**config.mk**
```make
export PLATFORM = sky130hd
export DESIGN_NAME = pool_window_ctrl
export DESIGN_NICKNAME = d
export VERILOG_FILES = /design/src/rtl/pool_window_ctrl_pkg.sv /design/src/rtl/pool_line_buf.sv /design/src/rtl/pool_window_ctrl.sv
export SDC_FILE = /design/constraint.sdc
export NUM_CORES = 1
export LEC_CHECK = 0
export ABC_AREA = 1
export CORE_MARGIN = 5
export CORE_UTILIZATION = 54
export DETAILED_ROUTE_END_ITERATION = 8
export PLACE_DENSITY_LB_ADDON = 0.25
export SLEW_MARGIN = 25
export SYNTH_ARGS = -nofsm -noshare
export SYNTH_HDL_FRONTEND = slang
export SYNTH_SLANG_ARGS = --single-unit
```
**constraint.sdc**
```tcl
create_clock -name clk -period 3.1 [get_ports clk]
set_input_delay 0.62 -clock clk [delete_from_list [all_inputs] [get_ports clk]]
set_output_delay 0.62 -clock clk [all_outputs]
set_load 0.05 [all_outputs]
```
**src/rtl/pool_window_ctrl_pkg.sv**
```systemverilog
// Shared CNN lane geometry and 2x2 window slot ordering for the pooling front end.
// Slot (lane*4 + pos) of a window holds lane 'lane' at position 'pos'.
package pool_window_ctrl_pkg;

    localparam int CO    = 1;
    localparam int CI    = 2;
    localparam int LANES = CO * CI;
    localparam int W_BW  = 8;

    localparam int SLOT_TL = 0;
    localparam int SLOT_TR = 1;
    localparam int SLOT_BL = 2;
    localparam int SLOT_BR = 3;
    localparam int SLOTS   = 4;

    typedef enum logic [1:0] {
        ST_IDLE  = 2'd0,
        ST_RUN   = 2'd1,
        ST_DRAIN = 2'd2,
        ST_DONE  = 2'd3
    } state_e;

    function automatic int slot_lsb(input int lane, input int pos);
        return (lane * SLOTS + pos) * W_BW;
    endfunction

endpackage

```
**src/rtl/pool_line_buf.sv**
```systemverilog
// Line buffer holding the horizontal pixel pairs of one even row.
// Write lands on the next clock edge; read is combinational. No backpressure.
module pool_line_buf #(
    parameter int DEPTH = 2,
    parameter int AW    = 1,
    parameter int DW    = 32
) (
    input  logic          clk,
    input  logic          wr_vld,
    input  logic [AW-1:0] wr_addr,
    input  logic [DW-1:0] wr_dat,
    input  logic [AW-1:0] rd_addr,
    output logic [DW-1:0] rd_dat
);

    logic [DW-1:0] mem_q [DEPTH];

    always_ff @(posedge clk) begin
        if (wr_vld) begin
            mem_q[wr_addr] <= wr_dat;
        end
    end

    assign rd_dat = mem_q[rd_addr];

endmodule

```
**src/rtl/pool_window_ctrl.sv**
```systemverilog
// Raster pixel stream to 2x2 max-pool windows; window issued 1 cycle after its
// bottom-right pixel is accepted. Accepts only in RUN (o_in_ready), stalls on gaps.
module pool_window_ctrl
    import pool_window_ctrl_pkg::*;
#(
    parameter int IW       = 4,
    parameter int IH       = 4,
    parameter int POOL_LAT = 1
) (
    input  logic                      clk,
    input  logic                      reset_n,
    input  logic                      i_start,
    input  logic                      i_in_valid,
    input  logic [LANES*W_BW-1:0]     i_in_fmap,
    output logic                      o_in_ready,
    output logic                      o_win_valid,
    output logic [LANES*4*W_BW-1:0]   o_win_fmap,
    output logic                      o_busy,
    output logic                      o_done
);

    localparam int PIX_W    = LANES * W_BW;
    localparam int WIN_W    = SLOTS * PIX_W;
    localparam int CW       = $clog2(IW);
    localparam int RW       = $clog2(IH);
    localparam int LB_DEPTH = IW / 2;
    localparam int AW       = (LB_DEPTH > 1) ? $clog2(LB_DEPTH) : 1;
    localparam int DCW      = $clog2(POOL_LAT + 1) + 1;

    state_e           state_q;
    logic [CW-1:0]    col_q;
    logic [RW-1:0]    row_q;
    logic [PIX_W-1:0] hold_q;
    logic [DCW-1:0]   drain_cnt_q;
    logic             in_ready_q;
    logic             busy_q;
    logic             done_q;
    logic             win_vld_q;
    logic [WIN_W-1:0] win_fmap_q;

    logic             accept;
    logic             col_last;
    logic             row_last;
    logic             lb_wr_vld;
    logic [AW-1:0]    lb_addr;
    logic [2*PIX_W-1:0] lb_rd_dat;
    logic [WIN_W-1:0] win_asm;

    assign accept    = i_in_valid & in_ready_q;
    assign col_last  = (col_q == CW'(IW - 1));
    assign row_last  = (row_q == RW'(IH - 1));
    assign lb_addr   = AW'(col_q >> 1);
    // Even rows park the completed {right, left} pair; odd rows only read it back.
    assign lb_wr_vld = accept & ~row_q[0] & col_q[0];

    pool_line_buf #(
        .DEPTH (LB_DEPTH),
        .AW    (AW),
        .DW    (2 * PIX_W)
    ) u_line_buf (
        .clk     (clk),
        .wr_vld  (lb_wr_vld),
        .wr_addr (lb_addr),
        .wr_dat  ({i_in_fmap, hold_q}),
        .rd_addr (lb_addr),
        .rd_dat  (lb_rd_dat)
    );

    always_comb begin
        win_asm = '0;
        for (int k = 0; k < LANES; k++) begin
            win_asm[slot_lsb(k, SLOT_TL) +: W_BW] = lb_rd_dat[k*W_BW +: W_BW];
            win_asm[slot_lsb(k, SLOT_TR) +: W_BW] = lb_rd_dat[PIX_W + k*W_BW +: W_BW];
            win_asm[slot_lsb(k, SLOT_BL) +: W_BW] = hold_q[k*W_BW +: W_BW];
            win_asm[slot_lsb(k, SLOT_BR) +: W_BW] = i_in_fmap[k*W_BW +: W_BW];
        end
    end

    always_ff @(posedge clk or negedge reset_n) begin
        if (!reset_n) begin
            state_q     <= ST_IDLE;
            col_q       <= '0;
            row_q       <= '0;
            hold_q      <= '0;
            drain_cnt_q <= '0;
            in_ready_q  <= 1'b0;
            busy_q      <= 1'b0;
            done_q      <= 1'b0;
            win_vld_q   <= 1'b0;
            win_fmap_q  <= '0;
        end else begin
            win_vld_q <= accept & row_q[0] & col_q[0];
            if (accept & row_q[0] & col_q[0]) begin
                win_fmap_q <= win_asm;
            end
            if (accept & ~col_q[0]) begin
                hold_q <= i_in_fmap;
            end

            case (state_q)
                ST_IDLE: begin
                    done_q <= 1'b0;
                    if (i_start) begin
                        state_q    <= ST_RUN;
                        in_ready_q <= 1'b1;
                        busy_q     <= 1'b1;
                        col_q      <= '0;
                        row_q      <= '0;
                    end
                end
                ST_RUN: begin
                    if (accept) begin
                        if (col_last) begin
                            col_q <= '0;
                            row_q <= row_last ? '0 : row_q + 1'b1;
                        end else begin
                            col_q <= col_q + 1'b1;
                        end
                        if (col_last && row_last) begin
                            state_q     <= ST_DRAIN;
                            in_ready_q  <= 1'b0;
                            drain_cnt_q <= '0;
                        end
                    end
                end
                // Counting starts with the last window cycle, so DONE lands
                // POOL_LAT+1 cycles after that window.
                ST_DRAIN: begin
                    if (drain_cnt_q == DCW'(POOL_LAT)) begin
                        state_q <= ST_DONE;
                        busy_q  <= 1'b0;
                        done_q  <= 1'b1;
                    end else begin
                        drain_cnt_q <= drain_cnt_q + 1'b1;
                    end
                end
                ST_DONE: begin
                    state_q <= ST_IDLE;
                    done_q  <= 1'b0;
                end
                default: begin
                    state_q <= ST_IDLE;
                end
            endcase
        end
    end

    assign o_in_ready  = in_ready_q;
    assign o_win_valid = win_vld_q;
    assign o_win_fmap  = win_fmap_q;
    assign o_busy      = busy_q;
    assign o_done      = done_q;

endmodule

```
==> reports/results.txt <==
Clock Root Buffer = clkbuf_8
Kind of cell adding the most delay to the critical path = buffers and inverters
R2R setup slack = 1.10 ns
Synth warn = 0
Avg Vias per Cell = 5.03
Async set or reset register ratio after synthesis = 59.0%
Area Growth Syn to Fin = 26.6%
Placed cell count = 802
CTS sink count = 156
Max clock buf depth = 2
Max Cap Violations = 0
Final nets = 708
Mapped Area = 6020 um^2
Tightest Pin Transition = 0.754 ns
Avg Inst Size Synth = 10.2 um^2
Clock-pin transition on the worst setup and hold timing paths = 0.06 ns
Tightest Hold Check Type = in -> async
Crit path kind = reg -> out
Pleak = 3.58 nW
# port buffers = 87
CTS tree = yes
Most common flop cell mapped by yosys = dfrtp_1
Antenna Nets Post-Route = 0
Largest net degree at the start of global routing = 81
Total gr overflow = 0
Initial antenna violation count = 0
CTS HTree Levels = 4
Setup crit end kind = output pin
Setup Buffers After CTS = 0
Number of I/O pins = 88
Syn nets = 618
Full die area = 13400 um^2
Most frequent cell after synthesis = nand2_1
Post-CTS sizing = 0
Row count = 38
Share of layout cells above drive strength 1 = 6.77%
F_max = 0.418 GHz
Vias in the first global route = 4302
Core Box Area = 10900 um^2
Chip height = 116 um
CP startpoint kind = flop
Final Hold Vio Count = 0
Die width = 116 um
Worst-Skew Late Latency = 0.52 ns
Headroom to the max-slew limit = 49.7%
CTS Buf Count = 17
Place WS = 0.778 ns
Setup WS post-layout = 0.707 ns
Cells taking the most area after synthesis = dfrtp_1 38%, edfxtp_1 32%, nand2_1 20%
Sequential area share after synthesis = 70.2%
Final worst-path cycle share = 77.2%
Worst Path Required = 2.48 ns
Post-layout util = 70.0%
Final setup fails = 0
Cts hold-fix bufs = 0
HPWL after DPL = 8130 um
Synth cell types = 19
Critical Path, Cell by Cell = clkdlybuf4s50_1
Worst reg-to-reg path cell count = 3
Unrepaired setup endpoints after global routing = false
Worst Path Arrival = 1.77 ns
Yosys reg bits = 156
Power Density = 1070 nW/um^2
Power, Total = 8.19 mW
Gpl congestion = 0.829
Vias = 4198
Synth top area share = 38.2%
Post-Route Skew = 0.00821 ns
1st-iter DRT viols = 237
DRC viols = 0
Antenna fix cells = 0
Setup_tns = 0 ns
Worst reg2reg endpoint = u_line_buf.mem_q[1][3]
Worst path max stage delay = 0.84 ns
Post-synth EDFFs = 64
Status = finished, final reports clean
Final Non-Filler Cells = 834
VDD IR max = 579 uV
R2R Path Start = col_q[1]
CP max FO = 2
Tot GR Track Use = 20.6%
CP max stage cell = clkdlybuf4s50_1
Drt total wl = 12500 um
Post-synth top area cell = dfrtp_1
Minimum clock period = 2.39 ns
Pins Over Slew Limit = 0
Starting Density = 55.3%
Per-cell routed wire length = 15.0 um
First-pass DRT Iterations = 5
Global-route wire length before repair = 21100 um
Mapped Cells = 591
Post-synth top cells = 313 x nand2_1, 92 x dfrtp_1, 64 x edfxtp_1
Buf/Inv on CP = 1
layout by cell type (no fill, tap or decap), types with 2 or more instances in the layout:
cell / instances
nor2_4: 2
clkinv_4: 3
o21ai_0: 35
nor2_1: 6
clkdlybuf4s50_1: 86
clkbuf_16: 17
dfrtp_1: 92
ha_1: 7
edfxtp_1: 64
buf_12: 2
clkinv_2: 2
nand3_1: 8
clkinvlp_4: 3
inv_1: 30
a21oi_1: 2
nand4_1: 2
clkbuf_8: 3
nand2_1: 313
inv_6: 2
buf_4: 7
per-layer routing:
layer / vias to the layer above / track usage (%) / share of wire (%)
met2: 137 / 33.9 / 50
met3: 19 / 4.75 / 6.1
met4: 0 / 7.59 / 1.5
met5: - / 0 / 0
met1: 1994 / 26.9 / 43
li1: 2048 / - / -
metrics by stage:
| step | cell area, um^2 | hold WS [ns] |
|---|---|---|
| after floorplan | 6020 | 0.324 |
| after global placement | 7050 | 0.454 |
| after detailed placement | 7050 | 0.464 |
| after CTS | 7620 | 0.143 |
| after global routing | 7620 | 0.196 |
| final | 7620 | 0.138 |
logic make-up after synthesis:
logic type,Yosys count,synth area share (%)
buf+inv,56,3.97
flops,156,70.2
fa+ha+maj,7,1.45
simple gates,334,21.2
compound gates,38,3.24
layout make-up:
type	instances	area, um^2
sequential	156	4220
fill	768	3260
multi-input combinational	379	1570
timing repair buffer	95	953
clock buffer	21	470
tap	140	175
inverter	32	121
clock inverter	11	108
how the worst max path moves through the flow:
stage,from,endpoint,cells past startpoint
after detailed placement,i_in_valid,o_win_fmap[41],7
after floorplan,o_in_ready,u_line_buf.mem_q[0][0],4
after global placement,i_in_valid,u_line_buf.mem_q[0][4],6
after global routing,o_win_fmap[53],o_win_fmap[53],1
final,o_win_fmap[53],o_win_fmap[53],1
after CTS,o_win_fmap[53],o_win_fmap[53],1
sequential cells by signal, summed over array words and instances, names as in the netlist:
name	cells
o_win_fmap	64
u_line_buf.mem_q	64
hold_q	16
col_q	2
drain_cnt_q	2
row_q	2
state_q	2
o_busy	1
o_done	1
o_in_ready	1
o_win_valid	1
where the power goes:
group | switching, mW | total [mW] | internal (mW)
Combinational | 2.11 | 3.09 | 0.977
Clock | 0.816 | 1.98 | 1.16
Sequential | 0.371 | 3.12 | 2.75
Total | 3.30 | 8.19 | 4.89
(Power assumes the default switching activity.)
